### config.mk
export PLATFORM = sky130hd
export DESIGN_NAME = arc4_prga
export DESIGN_NICKNAME = d
export VERILOG_FILES = /design/src/rtl/arc4_prga.sv
export SDC_FILE = /design/constraint.sdc
export NUM_CORES = 1
export LEC_CHECK = 0
export ABC_AREA = 1
export CAP_MARGIN = 10
export CORE_MARGIN = 1.5
export CORE_UTILIZATION = 50
export CTS_BUF_LIST = sky130_fd_sc_hd__clkbuf_4 sky130_fd_sc_hd__clkbuf_8
export CTS_CLUSTER_DIAMETER = 40
export DETAILED_ROUTE_END_ITERATION = 10
export PLACE_DENSITY = 0.78
export SLEW_MARGIN = 40
export SYNTH_ARGS = -nofsm -noshare
export SYNTH_HDL_FRONTEND = slang
export SYNTH_SLANG_ARGS = --single-unit
### constraint.sdc
create_clock -name clk -period 4.7 [get_ports clk]
set_clock_uncertainty 0.15 [all_clocks]
set_input_delay 0.94 -clock clk [delete_from_list [all_inputs] [get_ports clk]]
set_output_delay 0.94 -clock clk [all_outputs]
set_load 0.005 [all_outputs]
### src/rtl/arc4_prga.sv
// ============================================================================
// Module      : arc4_prga
// Description : ARC4 keystream generator and decryptor. Walks a permuted S
//               array, swaps entries in place and writes the plaintext.
// Revision    : 1.0 - initial release
// ============================================================================
`default_nettype none

module arc4_prga (
    input  logic       clk,
    input  logic       rst,
    input  logic       en,
    output logic       rdy,
    output logic [7:0] s_addr,
    input  logic [7:0] s_rddata,
    output logic [7:0] s_wrdata,
    output logic       s_wren,
    output logic [7:0] ct_addr,
    input  logic [7:0] ct_rddata,
    output logic [7:0] pt_addr,
    output logic [7:0] pt_wrdata,
    output logic       pt_wren
);

    localparam logic [3:0] c_IDLE  = 4'd0;
    localparam logic [3:0] c_LEN_A = 4'd1;
    localparam logic [3:0] c_LEN_D = 4'd2;
    localparam logic [3:0] c_SI_A  = 4'd3;
    localparam logic [3:0] c_SI_D  = 4'd4;
    localparam logic [3:0] c_SJ_A  = 4'd5;
    localparam logic [3:0] c_SJ_D  = 4'd6;
    localparam logic [3:0] c_WR_I  = 4'd7;
    localparam logic [3:0] c_WR_J  = 4'd8;
    localparam logic [3:0] c_PAD_A = 4'd9;
    localparam logic [3:0] c_PAD_D = 4'd10;
    localparam logic [3:0] c_WR_PT = 4'd11;
    localparam logic [3:0] c_DONE  = 4'd12;

    logic [3:0] r_state;
    logic [7:0] r_i;
    logic [7:0] r_j;
    logic [7:0] r_k;
    logic [7:0] r_len;
    logic [7:0] r_si;
    logic [7:0] r_sj;
    logic [7:0] r_pad;
    logic [7:0] r_ct_byte;
    logic [7:0] r_s_addr;
    logic [7:0] r_s_wrdata;
    logic       r_s_wren;
    logic [7:0] r_ct_addr;
    logic [7:0] r_pt_addr;
    logic       r_pt_wren;
    logic [7:0] w_pt_wrdata;

    // The length byte is echoed to pt[0] in the very cycle it arrives from the
    // ciphertext memory, so it passes straight through instead of being
    // registered a cycle later.
    assign w_pt_wrdata = (r_state == c_LEN_D) ? ct_rddata : (r_pad ^ r_ct_byte);

    assign rdy       = (r_state == c_IDLE);
    assign s_addr    = r_s_addr;
    assign s_wrdata  = r_s_wrdata;
    assign s_wren    = r_s_wren;
    assign ct_addr   = r_ct_addr;
    assign pt_addr   = r_pt_addr;
    assign pt_wrdata = w_pt_wrdata;
    assign pt_wren   = r_pt_wren;

    // Memory outputs are loaded on the edge that enters the state using them.
    always_ff @(posedge clk or posedge rst) begin
        if (rst) begin
            r_state    <= c_IDLE;
            r_i        <= 8'd0;
            r_j        <= 8'd0;
            r_k        <= 8'd0;
            r_len      <= 8'd0;
            r_si       <= 8'd0;
            r_sj       <= 8'd0;
            r_pad      <= 8'd0;
            r_ct_byte  <= 8'd0;
            r_s_addr   <= 8'd0;
            r_s_wrdata <= 8'd0;
            r_s_wren   <= 1'b0;
            r_ct_addr  <= 8'd0;
            r_pt_addr  <= 8'd0;
            r_pt_wren  <= 1'b0;
        end else begin
            case (r_state)
                c_IDLE: begin
                    if (en) begin
                        r_i       <= 8'd0;
                        r_j       <= 8'd0;
                        r_k       <= 8'd0;
                        r_ct_addr <= 8'd0;
                        r_state   <= c_LEN_A;
                    end
                end
                c_LEN_A: begin
                    r_pt_addr <= 8'd0;
                    r_pt_wren <= 1'b1;
                    r_state   <= c_LEN_D;
                end
                c_LEN_D: begin
                    r_len     <= ct_rddata;
                    r_pt_wren <= 1'b0;
                    r_i       <= 8'd1;
                    r_k       <= 8'd1;
                    if (ct_rddata == 8'd0) begin
                        r_state <= c_DONE;
                    end else begin
                        r_s_addr <= 8'd1;
                        r_state  <= c_SI_A;
                    end
                end
                c_SI_A: r_state <= c_SI_D;
                c_SI_D: begin
                    r_si     <= s_rddata;
                    r_j      <= r_j + s_rddata;
                    r_s_addr <= r_j + s_rddata;
                    r_state  <= c_SJ_A;
                end
                c_SJ_A: r_state <= c_SJ_D;
                c_SJ_D: begin
                    r_sj       <= s_rddata;
                    r_s_addr   <= r_i;
                    r_s_wrdata <= s_rddata;
                    r_s_wren   <= 1'b1;
                    r_state    <= c_WR_I;
                end
                c_WR_I: begin
                    r_s_addr   <= r_j;
                    r_s_wrdata <= r_si;
                    r_s_wren   <= 1'b1;
                    r_ct_addr  <= r_k;
                    r_state    <= c_WR_J;
                end
                c_WR_J: begin
                    r_s_wren <= 1'b0;
                    r_s_addr <= r_si + r_sj;
                    r_state  <= c_PAD_A;
                end
                c_PAD_A: r_state <= c_PAD_D;
                c_PAD_D: begin
                    r_pad     <= s_rddata;
                    r_ct_byte <= ct_rddata;
                    r_pt_addr <= r_k;
                    r_pt_wren <= 1'b1;
                    r_state   <= c_WR_PT;
                end
                c_WR_PT: begin
                    r_pt_wren <= 1'b0;
                    if (r_k == r_len) begin
                        r_state <= c_DONE;
                    end else begin
                        r_k      <= r_k + 8'd1;
                        r_i      <= r_i + 8'd1;
                        r_s_addr <= r_i + 8'd1;
                        r_state  <= c_SI_A;
                    end
                end
                c_DONE:  r_state <= c_IDLE;
                default: r_state <= c_IDLE;
            endcase
        end
    end

endmodule

`default_nettype wire

== Yosys cells after proc, flatten, opt, wreduce, memory -nomap -nowiden ==
Cells that the tools add are included.
Operators by class
  add/subtract/negate cells: 4
  $mul: 0
  div/mod/pow operators: 0
  order comparisons: 0
  eq/ne operators: 15
  shift-type cells: 0
  muxes and demuxes: 18
  bitwise operators: 1
  reductions and logical operators: 17
Operators by type and width (number)
  $pmux W8 S2: 4
  $pmux W4 S12: 1
  $pmux W8 S3: 2
  $pmux W8 S6: 1
  $mux W8: 5
  $add A8 B1 Y8 const B: 2
  $add A8 B8 Y8: 2
  $eq A4 B3 Y1 const B: 4
  $eq A4 B4 Y1 const B: 4
  $mux W4: 3
  $reduce_bool A2 Y1: 6
  $eq A4 B2 Y1 const B: 2
  $eq A8 B8 Y1: 1
  $logic_not A8 Y1: 1
  $xor A8 B8 Y8: 1
  $ne A2 B2 Y1 const B: 3
  $reduce_and A3 Y1: 2
  $reduce_bool A6 Y1: 1
  $reduce_or A2 Y1: 3
  $eq A4 B1 Y1 const B: 1
  $logic_not A4 Y1: 1
  $pmux W1 S2: 2
  $reduce_and A2 Y1: 2
  $reduce_bool A3 Y1: 1
Word-level totals
  register bits: 102
  bits in latches: 0
  RAM bits: 0
  ROM bits: 0
  input port bits: 19
  output and inout bits: 43
  memories: 0

== Depth between registers and ports, before layout ==
Gate-level depths: netlist of the first run.
  depth in word-level cells: 3
  gate-level depth with buffers: 12
  mapped depth without buffers: 11

== Worst setup path after synthesis of the first run ==
OpenSTA, ideal clock, no wires.
  path kind: reg-to-output
  start point: register r_state[3]
  end point: output port pt_wrdata[0]
  arrival time: 1.241 ns
  data required time: 3.610 ns
  slack: 2.369 ns
  cell stages (with the launch flop): 7
  buffers on the path: 1
  cells stage by stage: dfrtp_1 > nor2_4 > inv_2 > nor2_4 > clkbuf_1 > nand2_1 > o21ai_0
On the way
  cells in the longest elaborated chain, start to end: 2
RTL lines
  from (decl): line 39  | logic [3:0] r_state;
  from (signal assigned): line 73  | r_state <= c_IDLE;
  from (signal assigned): line 96  | r_state <= c_LEN_A;
  from (signal assigned): line 102  | r_state <= c_LEN_D;
  $eq A4 B2 Y1: line 59  | assign w_pt_wrdata = (r_state == c_LEN_D) ? ct_rddata : (r_pad ^ r_ct_byte);
  $mux W8: line 59
  to (decl): line 21  | output logic [7:0] pt_wrdata,
Every way passes these cells.

== Final worst setup path of the first run ==
  start point: register r_state[3]
  end point: output port pt_wrdata[1]
Same word-level chain as after synthesis.

==> results.json, run 1 <==
{
  "cts_tree": "yes",
  "finalCritPeriodShare_pct": 71.3,
  "cp-start-kind": "register",
  "synthTopCellsByArea": "dfrtp_1, nand2_1, inv_1, o21ai_0, nand3_1",
  "final_cell_area_um2": 6430,
  "cts_hold_buffers": 0,
  "finalMaxSlewViolations": 0,
  "path_common_cell": "nor2_4",
  "yosys.area.top_type": "dfrtp_1",
  "sequentialPowerShare_pct": 36.0,
  "rsz0062_at_grt": "false",
  "antenna-diode-count": 0,
  "synth-edff-count": 0,
  "layout_min_cycle_time_ns": 3.35,
  "grt_start_max_net_pins": 90,
  "post_cts.repair.setup_buffers": 0,
  "worst_pin_slew_ns": 0.759,
  "yosysTopAreaCellShare_pct": 46.3,
  "critPathArrivalTime_ns": 2.26,
  "status": "complete, no violations",
  "dr.pass1.iters": 5,
  "crit_family": "simple AND/OR/NAND/NOR gates",
  "dieWidth_um": 108,
  "relSlewSlack_pct": 49.4,
  "cts_sinks": 102,
  "yosysWarnings": 0,
  "setup_viol": 0,
  "drc_errors": 0,
  "ant_nets": 0,
  "wl_per_cell_um": 14.3,
  "finalHoldViolCount": 0,
  "powerDensity_nw_per_um2": 605,
  "crit_chain": "nor2_4, inv_2, nor2_4, nand2_1, o21ai_0, clkdlybuf4s50_1",
  "tns_ns": 0,
  "ys_ff_latch": 102,
  "max_clock_freq_mhz": 298,
  "area_growth_pct": 16.7,
  "final_core_util_pct": 59.6,
  "place_area_um2": 6220,
  "io_buffer_count": 61,
  "vias": 4662,
  "initial_core_util_pct": 51.0,
  "rows": 38,
  "pwr-share-comb_pct": 48.8,
  "nFillCells": 951,
  "ys.flop_type": "dfrtp_1",
  "drt-total-wl_um": 12800,
  "grt_pass1_wl_um": 21400,
  "grt-ovfl-total": 0,
  "core_area_um2": 10800,
  "die_h_um": 108,
  "synth_cell_type_count": 35,
  "fin_nets": 785,
  "boundaryPins": 62,
  "syn_inst": 691,
  "cts_buffers": 9,
  "avgSynthCellArea_um2": 7.97,
  "power.internal_uw": 2240,
  "drtIter0Drc": 281,
  "clkPwrFrac_pct": 15.2,
  "peakVddDrop_mv": 0.398,
  "switchingPower_uw": 1640,
  "cp.required_ns": 3.61,
  "leakagePower_uw": 0.00321,
  "path_max_fanout": 24,
  "max_stage_delay_ns": 0.54,
  "cts_resized": 0,
  "gp_congestion": 0.917,
  "path_class": "register to output pin",
  "viasPerCell": 5.22,
  "p_sw_share_pct": 42.3,
  "root_buffer": "clkbuf_8",
  "synth_seq_area_share_pct": 46.3,
  "setup_ws_ns": 1.35,
  "pre_cts_slack_ns": 1.49,
  "slowest_stage": "clkdlybuf4s50_1",
  "first_global_vias": 4505,
  "r2r_setup_slack_ns": 2.58,
  "cts_buffer_depth": 2,
  "track_usage_pct": 23.9,
  "power_uw": 3890,
  "clk_pin_slew_worst_paths_ns": 0.10,
  "synthesis.nets": 728,
  "max_cap_viol_count": 0,
  "syn_area_um2": 5510,
  "antenna_found_initial": 0,
  "worstSkewPairLatency_ns": 0.39,
  "dpl.hpwl_um": 9390,
  "dieArea_um2": 11700,
  "cts_max_level": 3,
  "cp-end-kind": "output pin",
  "drive_above_1_share_pct": 9.56,
  "hold_path.class": "register to register",
  "crit_buf_inv": 2,
  "postSynth.asyncResetShare_pct": 100
}
## cells in the mapped netlist, types with 2 or more instances
library cell	number
ha_1	16
o21ai_2	15
nand2_4	4
fa_1	2
o21ai_1	10
nand3b_1	2
xor2_1	7
dfrtp_1	102
nand2_1	212
buf_4	2
inv_1	83
buf_2	3
xnor2_1	14
nand2_2	9
clkbuf_1	9
nor2_1	25
or2_2	3
a21oi_1	12
o21ai_0	56
nand3_1	51
inv_2	13
o2111ai_1	2
o22ai_1	11
nand4_1	13
nor2_2	2
nor2_4	4
## worst register-to-register path: stages (launching register included)
cell	delay, ns
dfrtp_1	0.45
nand2_1	0.20
inv_1	0.07
nand2_1	0.46
inv_2	0.25
a21oi_1	0.20
nand2_1	0.10
nand2_1	0.09
nand2_1	0.05
## metal layers
metal / up-vias / GRT usage [%] / part of all wire, %
li1: 2330 / - / -
met1: 2197 / 32.6 / 45
met2: 110 / 38.6 / 48
met3: 25 / 3.13 / 4.1
met4: 0 / 10.2 / 2.4
met5: - / 0 / 0
## layout by cell type, fill, tap and decap left out, types with 2 or more instances in the layout
master	instances
nand2_1	212
dfrtp_1	102
inv_1	82
clkdlybuf4s50_1	61
o21ai_0	56
nand3_1	51
nor2_1	24
ha_1	16
o21ai_2	15
xnor2_1	14
inv_2	13
nand4_1	13
a21oi_1	12
o22ai_1	11
o21ai_1	10
clkbuf_8	10
nand2_2	9
xor2_1	7
nor2_4	4
nand2_4	4
inv_6	4
nor2_2	3
or2_2	3
o2111ai_1	2
nand3b_1	2
fa_1	2
## worst paths after layout
kind                                        start                       end  depth (start not counted)
max in group asynchronous                     rst       r_sj[7]$_DFFE_PP0P_                          3
setup / recovery           r_state[3]$_DFFE_PP0P_              pt_wrdata[1]                          6
min in group asynchronous                     rst  r_ct_byte[4]$_DFFE_PP0P_                          2
setup reg to reg           r_state[1]$_DFFE_PP0P_     s_addr[1]$_DFFE_PP0P_                          8
hold reg to reg             s_addr[3]$_DFFE_PP0P_     s_addr[3]$_DFFE_PP0P_                          2
hold / removal              s_addr[3]$_DFFE_PP0P_     s_addr[3]$_DFFE_PP0P_                          2
## power by group through the flow
stage	combinational, uW	clock (uW)	sequential [uW]
after detailed placement	1870	0	1410
after CTS	1890	604	1400
after global placement	1830	0	1400
after floorplan	1310	0	1370
after global routing	2130	638	1430
final	1900	591	1400
## layout make-up
cell class	count	area, um2	area share (%)
timing repair buffer	62	618	9.61
sequential	102	2550	39.7
clock inverter	5	63.8	0.992
inverter	97	377	5.86
tap	140	175	2.72
multi-input combinational	476	2500	38.9
clock buffer	11	145	2.26
## through the flow
stage	hold WS (ns)	instances
2_1_floorplan	0.303	691
3_3_place_gp	0.315	877
3_5_place_dp	0.316	877
4_1_cts	0.341	893
5_1_grt	0.355	893
6_report	0.334	893
## cell families (layout without fill, tap and decap cells)
group           count (synthesis)  count (layout)  share of synthesized area [%]
flops                         102             102                           46.3
xor+xnor                       21              21                           3.34
compound gates                109             109                           11.5
buf+inv                       113             175                           8.34
simple gates                  328             328                           26.1
fa+ha+maj                      18              18                           4.36
## state kept, by name (all words and copies together) (netlist names), 4 cells and up
| register | flops |
|---|---|
| r_pad | 8 |
| r_sj | 8 |
| r_state | 4 |
| r_k | 8 |
| r_ct_byte | 8 |
| s_wrdata | 8 |
| r_j | 8 |
| pt_addr | 8 |
| r_i | 8 |
| ct_addr | 8 |
| r_len | 8 |
| r_si | 8 |
| s_addr | 8 |
(Power assumes the default switching activity.)
==> inputs of run 2 (changes only) <==
Settings changed: PLACE_DENSITY 0.78 to 0.81.
Clock period 4.7 ns to 2.79 ns, I/O delays scaled along.
==> run 2 against run 1 <==
  * Clock-buffer cell count is 2 lower
  * Core utilization is 0.97 points higher
  * Critical path type unchanged
  * Clock power is 53% higher
  * Combinational power is 74% higher
  * Worst setup slack worse by 1.3 ns
  * Highest routed layer unchanged
  * Sequential power is 69% higher
  * Critical path depth stayed put
  * Final cell count is 1.2% higher
  * Hold slack hardly changed
==> results.json, run 2 (synthesis gave the netlist of run 1 again) <==
{
  "die_h_um": 108,
  "peakVddDrop_mv": 0.833,
  "setup_viol": 0,
  "root_buffer": "clkbuf_8",
  "grt-ovfl-total": 0,
  "final_cell_mix": "nand2_1, dfrtp_1, inv_1",
  "drt-total-wl_um": 13600,
  "critPathArrivalTime_ns": 2.03,
  "path_common_cell": "nor2_4",
  "io_buffer_count": 61,
  "tns_ns": 0,
  "max_clock_freq_mhz": 365,
  "hold_path.startpoint": "s_addr[0]$_DFFE_PP0P_",
  "clk_pin_slew_worst_paths_ns": 0.11,
  "final_common_cell": "nand2_1",
  "drtIter0Drc": 304,
  "status": "complete, no violations",
  "dieWidth_um": 108,
  "finalHoldViolCount": 0,
  "antenna_found_initial": 0,
  "gp_congestion": 0.890,
  "worst_pin_slew_ns": 0.719,
  "dieArea_um2": 11700,
  "first_global_vias": 4721,
  "fin_nets": 796,
  "max_cap_viol_count": 0,
  "cp.required_ns": 2.08,
  "r2r-start": "r_state[2]$_DFFE_PP0P_",
  "hold_path.class": "register to register",
  "path_max_fanout": 7,
  "power_uw": 6590,
  "viasPerCell": 5.32,
  "core_area_um2": 10800,
  "grt_pass1_wl_um": 22600,
  "cp-start-kind": "register",
  "area_growth_pct": 18.7,
  "leakagePower_uw": 0.00329,
  "layout_min_cycle_time_ns": 2.74,
  "crit_family": "buffers and inverters",
  "slowest_stage": "clkdlybuf4s50_1",
  "vias": 4805,
  "finalMaxSlewViolations": 0,
  "path_class": "register to output pin",
  "crit_buf_inv": 2,
  "rows": 38,
  "relSlewSlack_pct": 52.0,
  "stdcell_count": 904,
  "track_usage_pct": 25.1,
  "critPathLaunch": "r_state[2]$_DFFE_PP0P_",
  "cts_hold_buffers": 0,
  "grt_start_max_net_pins": 35,
  "cts_max_level": 3,
  "cts_tree": "yes",
  "cts_buffer_depth": 2,
  "cts_sinks": 102,
  "final_core_util_pct": 60.5,
  "wl_per_cell_um": 15.0,
  "crit_chain": "nor2_4, inv_2, nor2_4, nand2_1, o21ai_0, clkdlybuf4s50_1",
  "initial_core_util_pct": 51.0,
  "boundaryPins": 62,
  "dr.pass1.iters": 5,
  "placed_cells": 882,
  "cts_buffers": 9,
  "ant_nets": 0,
  "worstSkewPairLatency_ns": 0.40,
  "finalCritPeriodShare_pct": 98.2,
  "drc_errors": 0,
  "powerDensity_nw_per_um2": 1010,
  "max_stage_delay_ns": 0.53,
  "drive_above_1_share_pct": 11.3,
  "dpl.hpwl_um": 10100,
  "antenna-diode-count": 0,
  "cp-end-kind": "output pin"
}
run 2: cell count changes in the layout (fill, tap and decap cells not counted), sizes merged:
cell / change
nor2: +1
clkdlybuf4s50: -3
clkinvlp: +1
inv: -1
dlymetal6s2s: +3
clkinv: +3
buf: +10
clkbuf: -2
bufinv: -1
run 2: through the flow:
| step | area, um2 | hold slack, ns | setup slack, ns |
|---|---|---|---|
| 2_1_floorplan | 5510 | 0.303 | 0.841 |
| 3_3_place_gp | 6290 | 0.313 | 0.233 |
| 6_report | 6540 | 0.334 | 0.0499 |
| 5_1_grt | 6540 | 0.350 | -0.0584 |
| 3_5_place_dp | 6290 | 0.316 | 0.190 |
| 4_1_cts | 6510 | 0.342 | 0.0251 |
run 2: repair_timing:
action,4_1_cts,5_1_grt
endpoints found under the setup margin,8,8
cloned,1,0
endpoints found under the hold margin,0,0
pin swaps,1,1
gates resized for setup,3,4
setup buffers,3,2
run 2: layout make-up:
| cell class | instances | area [um2] |
|---|---|---|
| Timing Repair Buffer | 72 | 738 |
| Fill cell | 944 | 4260 |
| Clock buffer | 9 | 124 |
| Clock inverter | 7 | 57.6 |
| Tap cell | 140 | 175 |
| Sequential cell | 102 | 2550 |
| Inverter | 97 | 373 |
| Multi-Input combinational cell | 477 | 2510 |
run 2: where the power goes:
| group | switching [uW] | internal, uW |
|---|---|---|
| logic | 1920 | 1400 |
| clock network | 567 | 338 |
| registers | 391 | 1980 |
run 2: tightest hold or removal path, stage by stage (launching register included):
cell,delay (ns)
dfrtp_1,0.36
nand2_1,0.05
nand2_1,0.05
run 2: path summary, 6_finish.rpt:
kind / to / slack [ns] / cells past startpoint
max in group asynchronous: pt_addr[2]$_DFFE_PP0P_ / 1.51 / 3
worst max register to register: r_i[5]$_DFFE_PP0P_ / 0.62 / 13
worst max-delay path: pt_wrdata[1] / 0.05 / 6
worst min-delay path: s_addr[0]$_DFFE_PP0P_ / 0.33 / 2
worst min register to register: s_addr[0]$_DFFE_PP0P_ / 0.33 / 2
min in group asynchronous: r_ct_byte[0]$_DFFE_PP0P_ / 0.44 / 2
run 2: metal layers:
layer	vias up	GRT usage (%)	part of all wire, %
met1	2295	33.4	44
li1	2349	-	-
met2	140	41.6	49
met4	0	7.42	1.9
met5	-	0	0
met3	21	5.24	5.2
==> inputs of run 3 (changes only) <==
Settings changed: GPL_ROUTABILITY_DRIVEN set to 0.
==> run 3 against run 2 <==
  * Register-to-register slack better by 0.05 ns
  * Via count hardly changed
  * Sequential power hardly changed
  * Critical endpoint is now pt_wrdata[6]
  * Design area is 0.50% higher
  * Critical path depth is 1 higher
  * Die area stayed put
  * Worst setup slack better by 0.064 ns
  * Core utilization is 0.30 points higher
  * Sequential cell count stayed put
  * Largest cell class unchanged
==> results.json, run 3 (synthesis gave the netlist of run 1 again) <==
{
  "tns_ns": 0,
  "rows": 38,
  "final_cell_mix": "nand2_1, dfrtp_1, inv_1",
  "drt-total-wl_um": 13300,
  "dr.pass1.iters": 5,
  "peakVddDrop_mv": 0.631,
  "final_common_cell": "nand2_1",
  "layout_min_cycle_time_ns": 2.68,
  "cp-end-kind": "output pin",
  "status": "complete, no violations",
  "core_area_um2": 10800,
  "rsz0062_at_grt": "false",
  "nFillCells": 893,
  "crit_buf_inv": 3,
  "grt_pass1_wl_um": 22300,
  "wl_per_cell_um": 14.8,
  "finalMaxSlewViolations": 0,
  "leakagePower_uw": 0.00332,
  "relSlewSlack_pct": 51.6,
  "max_cap_viol_count": 0,
  "hold_path.class": "register to register",
  "worstSkewPairLatency_ns": 0.39,
  "pre_cts_slack_ns": 0.173,
  "cp.required_ns": 2.08,
  "slowest_stage": "clkdlybuf4s50_1",
  "register_area_um2": 2550,
  "cts_max_level": 3,
  "io_buffer_count": 61,
  "antenna_found_initial": 0,
  "dpl.hpwl_um": 9940,
  "path_common_cell": "nor2_4",
  "initial_core_util_pct": 51.0,
  "fin_nets": 794,
  "first_global_vias": 4748,
  "powerDensity_nw_per_um2": 1010,
  "dieWidth_um": 108,
  "multi_input_area_um2": 2500,
  "cts_buffer_depth": 2,
  "dieArea_um2": 11700,
  "ant_nets": 0,
  "finalHoldViolCount": 0,
  "clk_pin_slew_worst_paths_ns": 0.10,
  "path_max_fanout": 17,
  "crit_chain": "nor2_4, inv_2, nor2_4, buf_12, nand2_1, o21ai_0, clkdlybuf4s50_1",
  "max_clock_freq_mhz": 374,
  "finalCritPeriodShare_pct": 95.9,
  "area_growth_pct": 19.2,
  "die_h_um": 108,
  "critPathArrivalTime_ns": 1.97,
  "cp-start-kind": "register",
  "antenna-diode-count": 0,
  "grt_start_max_net_pins": 50,
  "worst_pin_slew_ns": 0.725,
  "drtIter0Drc": 309,
  "track_usage_pct": 24.9,
  "root_buffer": "clkbuf_8",
  "cts_buffers": 9,
  "boundaryPins": 62,
  "vias": 4804,
  "cts_tree": "yes",
  "drc_errors": 0,
  "drive_above_1_share_pct": 11.0,
  "setup_ws_ns": 0.114,
  "cts_sinks": 102,
  "viasPerCell": 5.33,
  "path_class": "register to output pin",
  "setup_viol": 0,
  "crit_family": "buffers and inverters",
  "grt-ovfl-total": 0,
  "max_stage_delay_ns": 0.52
}
## run 3: changes by cell type in the layout (fill, tap and decap cells not counted), moves of 2 or more
cell,delta
clkdlybuf4s50_1,-2
dlymetal6s2s_1,+2
clkbuf_8,+2
buf_4,-2
## run 3: layout make-up
type | count | area share, %
multi-input cells | 476 | 38.1
clock buffers | 11 | 2.31
flip-flops and latches | 102 | 38.9
inverters | 97 | 5.68
clock inverters | 5 | 0.972
repair buffers | 71 | 11.4
well taps | 140 | 2.67
## run 3: power breakdown
group	internal [uW]	switching, uW
logic	1390	1880
clock network	473	541
registers	1980	382
## run 3: final timing paths
path	endpoint	cells after the start	slack (ns)	startpoint
max reg2reg	r_i[4]$_DFFE_PP0P_	14	0.67	r_state[3]$_DFFE_PP0P_
min	s_addr[6]$_DFFE_PP0P_	2	0.34	s_addr[6]$_DFFE_PP0P_
max in group asynchronous	r_state[2]$_DFFE_PP0P_	3	1.76	rst
max	pt_wrdata[6]	7	0.11	r_state[3]$_DFFE_PP0P_
min reg2reg	s_addr[6]$_DFFE_PP0P_	2	0.34	s_addr[6]$_DFFE_PP0P_
min in group asynchronous	r_pad[3]$_DFFE_PP0P_	3	0.44	rst
## run 3: tightest hold or removal path, delay by kind of cell (launching register included)
kind | cells | cell delay, ns
DFF | 1 | 0.35
and+or+nand+nor | 2 | 0.11
## run 3: through the flow
step	std cells	hold WS, ns	total power [uW]	utilization [%]	cell area [um2]
global placement	882	0.313	5450	58.3	6290
global route	902	0.361	7190	60.9	6570
floorplan	691	0.303	4510	-	5510
CTS	901	0.342	6670	60.6	6540
finish	902	0.343	6640	60.9	6570
detailed placement	882	0.316	5570	58.3	6290
## run 3: per-layer routing
| metal | track usage [%] | routed length [um] | vias to the layer above |
|---|---|---|---|
| met5 | 0 | 0 | - |
| met4 | 9.96 | 381 | 0 |
| met3 | 5.55 | 824 | 39 |
| met2 | 41.5 | 6380 | 186 |
| met1 | 31.6 | 5750 | 2233 |
| li1 | - | - | 2346 |
## run 3: timing repair
| action | 4_1_cts | 5_1_grt |
|---|---|---|
| hold buffers | 0 | 0 |
| endpoints found under the setup margin | 8 | 8 |
| gates resized for setup | 1 | 7 |
| pin swaps | 1 | 0 |
| hold endpoints to repair | 0 | 0 |
| buffers inserted | 3 | 1 |
